`src/rtl/mem_port_arbiter_if.sv`:
```
// Memory port arbiter bus: fetch port, load/store port and the
// unified memory port, grouped for the arbiter and its environment.
interface mem_port_arbiter_if #(
  parameter int ADDR_WIDTH = 32
);
  logic                  i_req;
  logic [ADDR_WIDTH-1:0] i_addr;
  logic                  i_gnt;
  logic                  i_rvalid;
  logic [31:0]           i_rdata;
  logic                  i_err;

  logic                  d_req;
  logic                  d_we;
  logic [ADDR_WIDTH-1:0] d_addr;
  logic [31:0]           d_wdata;
  logic [1:0]            d_size;
  logic                  d_lock;
  logic                  d_gnt;
  logic                  d_rvalid;
  logic [31:0]           d_rdata;
  logic                  d_err;

  logic                  mem_we;
  logic [ADDR_WIDTH-1:0] mem_ra;
  logic [ADDR_WIDTH-1:0] mem_wa;
  logic [31:0]           mem_wd;
  logic [1:0]            mem_rs;
  logic [1:0]            mem_ws;
  logic [31:0]           mem_rd;

  modport master (
    output i_req, i_addr,
    output d_req, d_we, d_addr, d_wdata, d_size, d_lock,
    output mem_rd,
    input  i_gnt, i_rvalid, i_rdata, i_err,
    input  d_gnt, d_rvalid, d_rdata, d_err,
    input  mem_we, mem_ra, mem_wa, mem_wd, mem_rs, mem_ws
  );

  modport slave (
    input  i_req, i_addr,
    input  d_req, d_we, d_addr, d_wdata, d_size, d_lock,
    input  mem_rd,
    output i_gnt, i_rvalid, i_rdata, i_err,
    output d_gnt, d_rvalid, d_rdata, d_err,
    output mem_we, mem_ra, mem_wa, mem_wd, mem_rs, mem_ws
  );
endinterface

```
`src/rtl/mem_port_arbiter.sv`:
```
// Unified-memory arbiter for fetch (I) and load/store (D) ports with
// D priority, I starvation guard, locked RMW sequences and alignment checks.
module mem_port_arbiter #(
  parameter int ADDR_WIDTH = 32,
  parameter int MAX_WAIT   = 4,
  parameter int CNT_WIDTH  = 8
) (
  input logic clk,
  input logic rst,
  mem_port_arbiter_if.slave bus
);

  typedef enum logic {ARB, LOCKED} state_t;

  state_t                state, state_nxt;
  logic [CNT_WIDTH-1:0]  wait_cnt, cnt_nxt;
  logic                  prio, prio_nxt;
  logic                  i_gnt, d_gnt;
  logic                  i_mis, d_mis;
  logic                  i_ok, d_ok;
  logic [ADDR_WIDTH-1:0] addr;
  logic                  i_rvalid, d_rvalid;
  logic                  i_err, d_err;
  logic [31:0]           i_rdata, d_rdata;

  assign i_mis = bus.i_addr[1:0] != 2'b00;

  always_comb begin
    d_mis = 1'b0;
    case (bus.d_size)
      2'd1:    d_mis = 1'b0;
      2'd2:    d_mis = bus.d_addr[0];
      default: d_mis = bus.d_addr[1:0] != 2'b00;
    endcase
  end

  always_comb begin
    i_gnt     = 1'b0;
    d_gnt     = 1'b0;
    state_nxt = state;
    cnt_nxt   = wait_cnt;
    prio_nxt  = prio;
    if (!rst) begin
      unique case (state)
        ARB: begin
          if (prio && bus.i_req)  i_gnt = 1'b1;
          else if (bus.d_req)     d_gnt = 1'b1;
          else if (bus.i_req)     i_gnt = 1'b1;
        end
        LOCKED: d_gnt = bus.d_req;
        default: ;
      endcase
    end
    if (d_gnt)
      state_nxt = bus.d_lock ? LOCKED : ARB;
    if (i_gnt || !bus.i_req)
      cnt_nxt = '0;
    else if (wait_cnt != '1)
      cnt_nxt = wait_cnt + 1'b1;
    if (i_gnt)
      prio_nxt = 1'b0;
    else if (bus.i_req && cnt_nxt == CNT_WIDTH'(MAX_WAIT))
      prio_nxt = 1'b1;
  end

  assign i_ok = i_gnt && !i_mis;
  assign d_ok = d_gnt && !d_mis;

  always_comb begin
    addr       = '0;
    bus.mem_we = 1'b0;
    bus.mem_rs = 2'd0;
    bus.mem_ws = 2'd0;
    bus.mem_wd = '0;
    unique case (1'b1)
      i_ok: begin
        addr       = bus.i_addr;
        bus.mem_wd = bus.d_wdata;
      end
      d_ok: begin
        addr       = bus.d_addr;
        bus.mem_rs = bus.d_size;
        bus.mem_ws = bus.d_size;
        bus.mem_wd = bus.d_wdata;
        bus.mem_we = bus.d_we;
      end
      default: ;
    endcase
  end

  assign bus.mem_ra = addr;
  assign bus.mem_wa = addr;

  always_ff @(posedge clk) begin
    if (rst) begin
      state    <= ARB;
      wait_cnt <= '0;
      prio     <= 1'b0;
      i_rvalid <= 1'b0;
      i_err    <= 1'b0;
      i_rdata  <= '0;
      d_rvalid <= 1'b0;
      d_err    <= 1'b0;
      d_rdata  <= '0;
    end else begin
      state    <= state_nxt;
      wait_cnt <= cnt_nxt;
      prio     <= prio_nxt;
      i_rvalid <= i_gnt;
      i_err    <= i_gnt && i_mis;
      d_rvalid <= d_gnt;
      d_err    <= d_gnt && d_mis;
      if (i_gnt)
        i_rdata <= i_mis ? '0 : bus.mem_rd;
      // stores and rejected accesses answer with zero data
      if (d_gnt)
        d_rdata <= (d_mis || bus.d_we) ? '0 : bus.mem_rd;
    end
  end

  assign bus.i_gnt    = i_gnt;
  assign bus.d_gnt    = d_gnt;
  assign bus.i_rvalid = i_rvalid;
  assign bus.i_err    = i_err;
  assign bus.i_rdata  = i_rdata;
  assign bus.d_rvalid = d_rvalid;
  assign bus.d_err    = d_err;
  assign bus.d_rdata  = d_rdata;

endmodule

```
`src/flat_wrapper.sv`:
```
// flat-port wrapper written by rule: the top's interface ports become plain ports
module mem_port_arbiter_flat 
#(
  parameter int ADDR_WIDTH = 32,
  parameter int MAX_WAIT   = 4,
  parameter int CNT_WIDTH  = 8
)
  (clk, rst, bus_i_req, bus_i_addr, bus_d_req, bus_d_we, bus_d_addr, bus_d_wdata, bus_d_size, bus_d_lock, bus_mem_rd, bus_i_gnt, bus_i_rvalid, bus_i_rdata, bus_i_err, bus_d_gnt, bus_d_rvalid, bus_d_rdata, bus_d_err, bus_mem_we, bus_mem_ra, bus_mem_wa, bus_mem_wd, bus_mem_rs, bus_mem_ws);
  mem_port_arbiter_if #(.ADDR_WIDTH(ADDR_WIDTH)) bus_i ();
  input logic clk;
  input logic rst;
  input wire logic [$bits(bus_i.i_req)-1:0] bus_i_req;
  input wire logic [$bits(bus_i.i_addr)-1:0] bus_i_addr;
  input wire logic [$bits(bus_i.d_req)-1:0] bus_d_req;
  input wire logic [$bits(bus_i.d_we)-1:0] bus_d_we;
  input wire logic [$bits(bus_i.d_addr)-1:0] bus_d_addr;
  input wire logic [$bits(bus_i.d_wdata)-1:0] bus_d_wdata;
  input wire logic [$bits(bus_i.d_size)-1:0] bus_d_size;
  input wire logic [$bits(bus_i.d_lock)-1:0] bus_d_lock;
  input wire logic [$bits(bus_i.mem_rd)-1:0] bus_mem_rd;
  output wire logic [$bits(bus_i.i_gnt)-1:0] bus_i_gnt;
  output wire logic [$bits(bus_i.i_rvalid)-1:0] bus_i_rvalid;
  output wire logic [$bits(bus_i.i_rdata)-1:0] bus_i_rdata;
  output wire logic [$bits(bus_i.i_err)-1:0] bus_i_err;
  output wire logic [$bits(bus_i.d_gnt)-1:0] bus_d_gnt;
  output wire logic [$bits(bus_i.d_rvalid)-1:0] bus_d_rvalid;
  output wire logic [$bits(bus_i.d_rdata)-1:0] bus_d_rdata;
  output wire logic [$bits(bus_i.d_err)-1:0] bus_d_err;
  output wire logic [$bits(bus_i.mem_we)-1:0] bus_mem_we;
  output wire logic [$bits(bus_i.mem_ra)-1:0] bus_mem_ra;
  output wire logic [$bits(bus_i.mem_wa)-1:0] bus_mem_wa;
  output wire logic [$bits(bus_i.mem_wd)-1:0] bus_mem_wd;
  output wire logic [$bits(bus_i.mem_rs)-1:0] bus_mem_rs;
  output wire logic [$bits(bus_i.mem_ws)-1:0] bus_mem_ws;
  assign bus_i.i_req = bus_i_req;
  assign bus_i.i_addr = bus_i_addr;
  assign bus_i.d_req = bus_d_req;
  assign bus_i.d_we = bus_d_we;
  assign bus_i.d_addr = bus_d_addr;
  assign bus_i.d_wdata = bus_d_wdata;
  assign bus_i.d_size = bus_d_size;
  assign bus_i.d_lock = bus_d_lock;
  assign bus_i.mem_rd = bus_mem_rd;
  assign bus_i_gnt = bus_i.i_gnt;
  assign bus_i_rvalid = bus_i.i_rvalid;
  assign bus_i_rdata = bus_i.i_rdata;
  assign bus_i_err = bus_i.i_err;
  assign bus_d_gnt = bus_i.d_gnt;
  assign bus_d_rvalid = bus_i.d_rvalid;
  assign bus_d_rdata = bus_i.d_rdata;
  assign bus_d_err = bus_i.d_err;
  assign bus_mem_we = bus_i.mem_we;
  assign bus_mem_ra = bus_i.mem_ra;
  assign bus_mem_wa = bus_i.mem_wa;
  assign bus_mem_wd = bus_i.mem_wd;
  assign bus_mem_rs = bus_i.mem_rs;
  assign bus_mem_ws = bus_i.mem_ws;
  mem_port_arbiter #(.ADDR_WIDTH(ADDR_WIDTH), .MAX_WAIT(MAX_WAIT), .CNT_WIDTH(CNT_WIDTH)) u_core (.clk(clk), .rst(rst), .bus(bus_i));
endmodule
```
`config.mk`:
```
export PLATFORM = sky130hd
export DESIGN_NAME = mem_port_arbiter_flat
export DESIGN_NICKNAME = d
export VERILOG_FILES = /design/src/rtl/mem_port_arbiter_if.sv /design/src/rtl/mem_port_arbiter.sv /design/src/flat_wrapper.sv
export SDC_FILE = /design/constraint.sdc
export NUM_CORES = 1
export LEC_CHECK = 0
export CORE_AREA = 4 4 118 120
export CTS_CLUSTER_DIAMETER = 120
export DETAILED_ROUTE_END_ITERATION = 7
export DIE_AREA = 0 0 122 124
export PLACE_DENSITY_LB_ADDON = 0.15
export SYNTH_ARGS = -nofsm -noshare
export SYNTH_HDL_FRONTEND = slang
export SYNTH_SLANG_ARGS = --single-unit
```
`constraint.sdc`:
```
create_clock -name clk -period 2.13 [get_ports clk]
set_input_delay 0.3195 -clock clk [delete_from_list [all_inputs] [get_ports clk]]
set_output_delay 0.3195 -clock clk [all_outputs]
set_load 0.05 [all_outputs]
```
==> parameters.txt <==
Parameter                              Value

Floorplan
  Core footprint ... around 13000 um2
  Starting utilization of the core area ... 0.2763
  Area of the die ... 15130 um2
  Die Wd ... approximately 120 um
  Die H ... 124 um
  Site Rows ... 42
  # IOs ... 307

Yosys
  Synth Instances ... 377
  Per-instance average area after synthesis ... 9.512 um2
  Synthesized netlist net count ... 515
  Post-synthesis sequential area ratio ... 0.4355
  Flip-flop and latch count after synthesis ... 78
  Most used flip-flop cell after synthesis ... sky130_fd_sc_hd__dfxtp_1
  Post-synth EDFFs ... 0
  Number of warnings issued by yosys ... 0
  Share of flip-flops with an asynchronous set or reset ... 0
  Most frequent cells after synthesis ... sky130_fd_sc_hd__dfxtp_1 (78), sky130_fd_sc_hd__a22o_1 (62), sky130_fd_sc_hd__nor2_1 (44)
  Synthesized cell area ... 3586 um2
  Share of the synthesized area in the top cell type ... 0.4355
  Unique cell type count in the Yosys netlist ... 39
  Most numerous cell in the Yosys netlist ... sky130_fd_sc_hd__dfxtp_1
  Cell types occupying the most area after synthesis ... sky130_fd_sc_hd__dfxtp_1 (44%), sky130_fd_sc_hd__a22o_1 (15%), sky130_fd_sc_hd__buf_4 (8.0%), sky130_fd_sc_hd__and2_1 (6.8%), sky130_fd_sc_hd__a22oi_1 (6.7%)
  Synth area leader ... sky130_fd_sc_hd__dfxtp_1

Finish
  Fraction of final layout cells with drive strength greater than 1 ... 0.3614
  Area growth from synthesis to layout ... 143.5%
  Post-Route Utilization ... 0.6726
  Filler Cell Count ... 997
  Area of the multi-input gates ... approximately 2000 um2
  Sequential cell area ... around 1600 um2
  Regs by FF count ... u_core.bus.d_rdata x32, u_core.bus.i_rdata x32, u_core.wait_cnt x8
  # nets final ... 813

Place
  Placer's final routability congestion estimate ... 0.7972
  Post-DP HPWL ... 14.11 mm
  Quantity of I/O buffers inserted on ports ... 306
  Post-placement worst setup slack ... -443.7 ps

Timing
  Period utilisation layout ... 1.086
  Final hold slack ... 436.7 ps
  Post-route worst setup slack ... -182.5 ps
  Worst slew margin ... 0.6121
  Actual transition at the worst max-transition pin ... 580.0 ps
  Number of setup violations in the final report ... 92
  Final sum of negative setup slack ... -10730 ps
  Min cycle time layout ... 2312 ps
  Unrepaired setup endpoints after global routing ... true
  Setup skew after layout ... 4.998 ps
  Final Hold Fails ... 0
  Maximum operating frequency ... 432.4 MHz
  Max Slew Vio Count ... 0

Route
  Detailed-routing iteration count for the pre-antenna-repair pass ... 4
  Average wire per cell in the routed design ... between 20 and 25 um
  Via count ... 4057
  Violation count after the first detailed-route iteration ... between 100 and 150
  Via density ... 4.745
  Number of nets still failing antenna checks after routing ... 0
  Total routed wirelength ... approximately 18 mm
  Residual DRC count ... 0

Clock network
  Reg clk slew, reported paths ... 60 ps
  Total number of clock tree sinks ... 78
  CTS tree ... built
  Clk Latency, worst-skew pair ... 330 ps
  Root buf cell ... sky130_fd_sc_hd__clkbuf_16
  CTS Buf Count ... 9
  Number of H-tree levels ... 3
  Maximum count of clock buffers along a single path ... 2

Setup path
  Critical Path Sink Type ... output port
  Critical path arrival ... between 1500 and 2000 ps
  Highest fanout seen on the critical path ... 8
  Required time of the critical path ... 1810 ps
  Crit path kind ... flop to output port
  Startpoint type of the worst setup path ... flop

Global routing
  Global-route total usage across every layer ... 0.2200
  Pin count of the biggest net entering global routing ... 39
  Number of antenna violations at the first check in global routing ... 2
  Total congestion overflow ... 0
  Wire length of the first global-routing pass ... 25.20 mm
  Number of global-route vias before repair ... 4271

Power
  Net Sw Frac ... 0.2984
  Share of total power in sequential cells ... 0.339
  Proportion of power drawn by combinational gates ... 0.345
  Maximum resistive drop on vdd ... 525.8 uV
  Net switching component of the power ... between 1 and 1.5 mW
  Total leakage power ... 3.524 nW
  Part of the power in the clock network ... 0.316
  Internal Dissipation ... between 3 and 4 mW
  P per Cell Area ... 507.2 nW/um2

Worst hold path
  Worst min path class ... input pin to flop

Status
  Run status ... complete, but fails checks
  Failing checks ... setup timing

Run
  Maximum capacitance violations ... 0
==> layout by cell type (no fill, tap or decap), types with 3 or more instances in the layout <==
master,netlist,final
sky130_fd_sc_hd__a21oi_1,5,3
sky130_fd_sc_hd__a22o_1,62,32
sky130_fd_sc_hd__a22o_4,0,30
sky130_fd_sc_hd__a22oi_1,32,32
sky130_fd_sc_hd__and2_4,0,37
sky130_fd_sc_hd__and3_1,5,5
sky130_fd_sc_hd__buf_12,0,111
sky130_fd_sc_hd__buf_16,0,3
sky130_fd_sc_hd__buf_2,9,3
sky130_fd_sc_hd__buf_4,38,20
sky130_fd_sc_hd__buf_6,3,7
sky130_fd_sc_hd__clkbuf_16,0,12
sky130_fd_sc_hd__clkdlybuf4s50_1,0,196
sky130_fd_sc_hd__dfxtp_1,78,76
sky130_fd_sc_hd__dlygate4sd2_1,0,4
sky130_fd_sc_hd__nand2_1,5,5
sky130_fd_sc_hd__nor2_1,44,44
sky130_fd_sc_hd__nor3_1,4,4
sky130_fd_sc_hd__o31ai_1,3,3
sky130_fd_sc_hd__or2_4,1,4
sky130_fd_sc_hd__xnor2_1,4,4
==> logic make-up (layout without fill, tap and decap cells) <==
kind of cell             after synthesis  count (layout)  share of synthesized area
flip-flops                            78              78                     0.4355
buffers and inverters                 66             364                     0.1183
AND/OR/NAND/NOR                      110             113                     0.1650
AO/OA/AOI/OAI                        115             115                     0.2592
multiplexers                           1               1                   0.002791
adder cells (fa/ha/maj)                2               2                   0.006977
other                                  0               1                          0
XOR/XNOR                               5               5                    0.01221
==> final cells by class <==
class / count / area share
timing repair buffer: 348 / 0.5310
multi-input combinational: 236 / 0.2319
sequential: 78 / 0.1794
clock buffer: 11 / 0.02895
tap: 176 / 0.02522
clock inverter: 3 / 0.002436
inverter: 2 / 0.0008598
antenna: 1 / 0.0002866
==> final timing paths <==
check | from | cells after the start | end | slack, ps
setup / recovery | u_core.prio | 9 | bus_mem_wd[7] | -180
hold / removal | rst | 4 | u_core.bus.i_err | 440
setup reg to reg | u_core.prio | 9 | u_core.bus.i_rdata[31] | 330
hold reg to reg | u_core.bus.i_rdata[23] | 1 | u_core.bus.i_rdata[23] | 470
==> power by group through the flow <==
stage	Clock, mW	Sequential [mW]	Combinational, mW
detailed placement	0	1.53	1.47
floorplan	0	1.62	0.637
CTS	1.44	1.50	1.52
global placement	0	1.53	1.46
global route	1.49	1.51	1.58
finish	1.40	1.50	1.53
==> worst max-delay path, stage by stage (launching register included) <==
cell	delay, ps
sky130_fd_sc_hd__dfxtp_4	360
sky130_fd_sc_hd__nor2b_4	50
sky130_fd_sc_hd__nor4b_4	230
sky130_fd_sc_hd__nor3b_4	230
sky130_fd_sc_hd__buf_6	150
sky130_fd_sc_hd__buf_6	110
sky130_fd_sc_hd__buf_6	80
sky130_fd_sc_hd__or2_4	160
sky130_fd_sc_hd__and2_4	170
sky130_fd_sc_hd__buf_12	130
==> timing repair <==
action                     4_1_cts  5_1_grt
buffers inserted                11        1
gates resized for setup         45        2
pin swaps                       21       12
gates cloned                     5        4
hold buffers                     0        0
setup endpoints to repair      101      101
==> through the flow <==
stage | total power [mW] | std cells | cell area, um2
3_3_place_gp | 2.991 | 819 | 8104
3_5_place_dp | 3.004 | 819 | 8104
4_1_cts | 4.464 | 849 | 8632
6_report | 4.428 | 855 | 8731
5_1_grt | 4.576 | 854 | 8728
2_1_floorplan | 2.260 | 377 | 4200
==> layer usage <==
metal	vias to the layer above	share of wire	GRT usage
met5	-	0.0015	0
met4	4	0.022	0.07353
met2	180	0.51	0.3978
met1	1920	0.37	0.2377
met3	24	0.087	0.08129
li1	1929	-	-
Note: power is estimated with default switching activity, not from simulation.
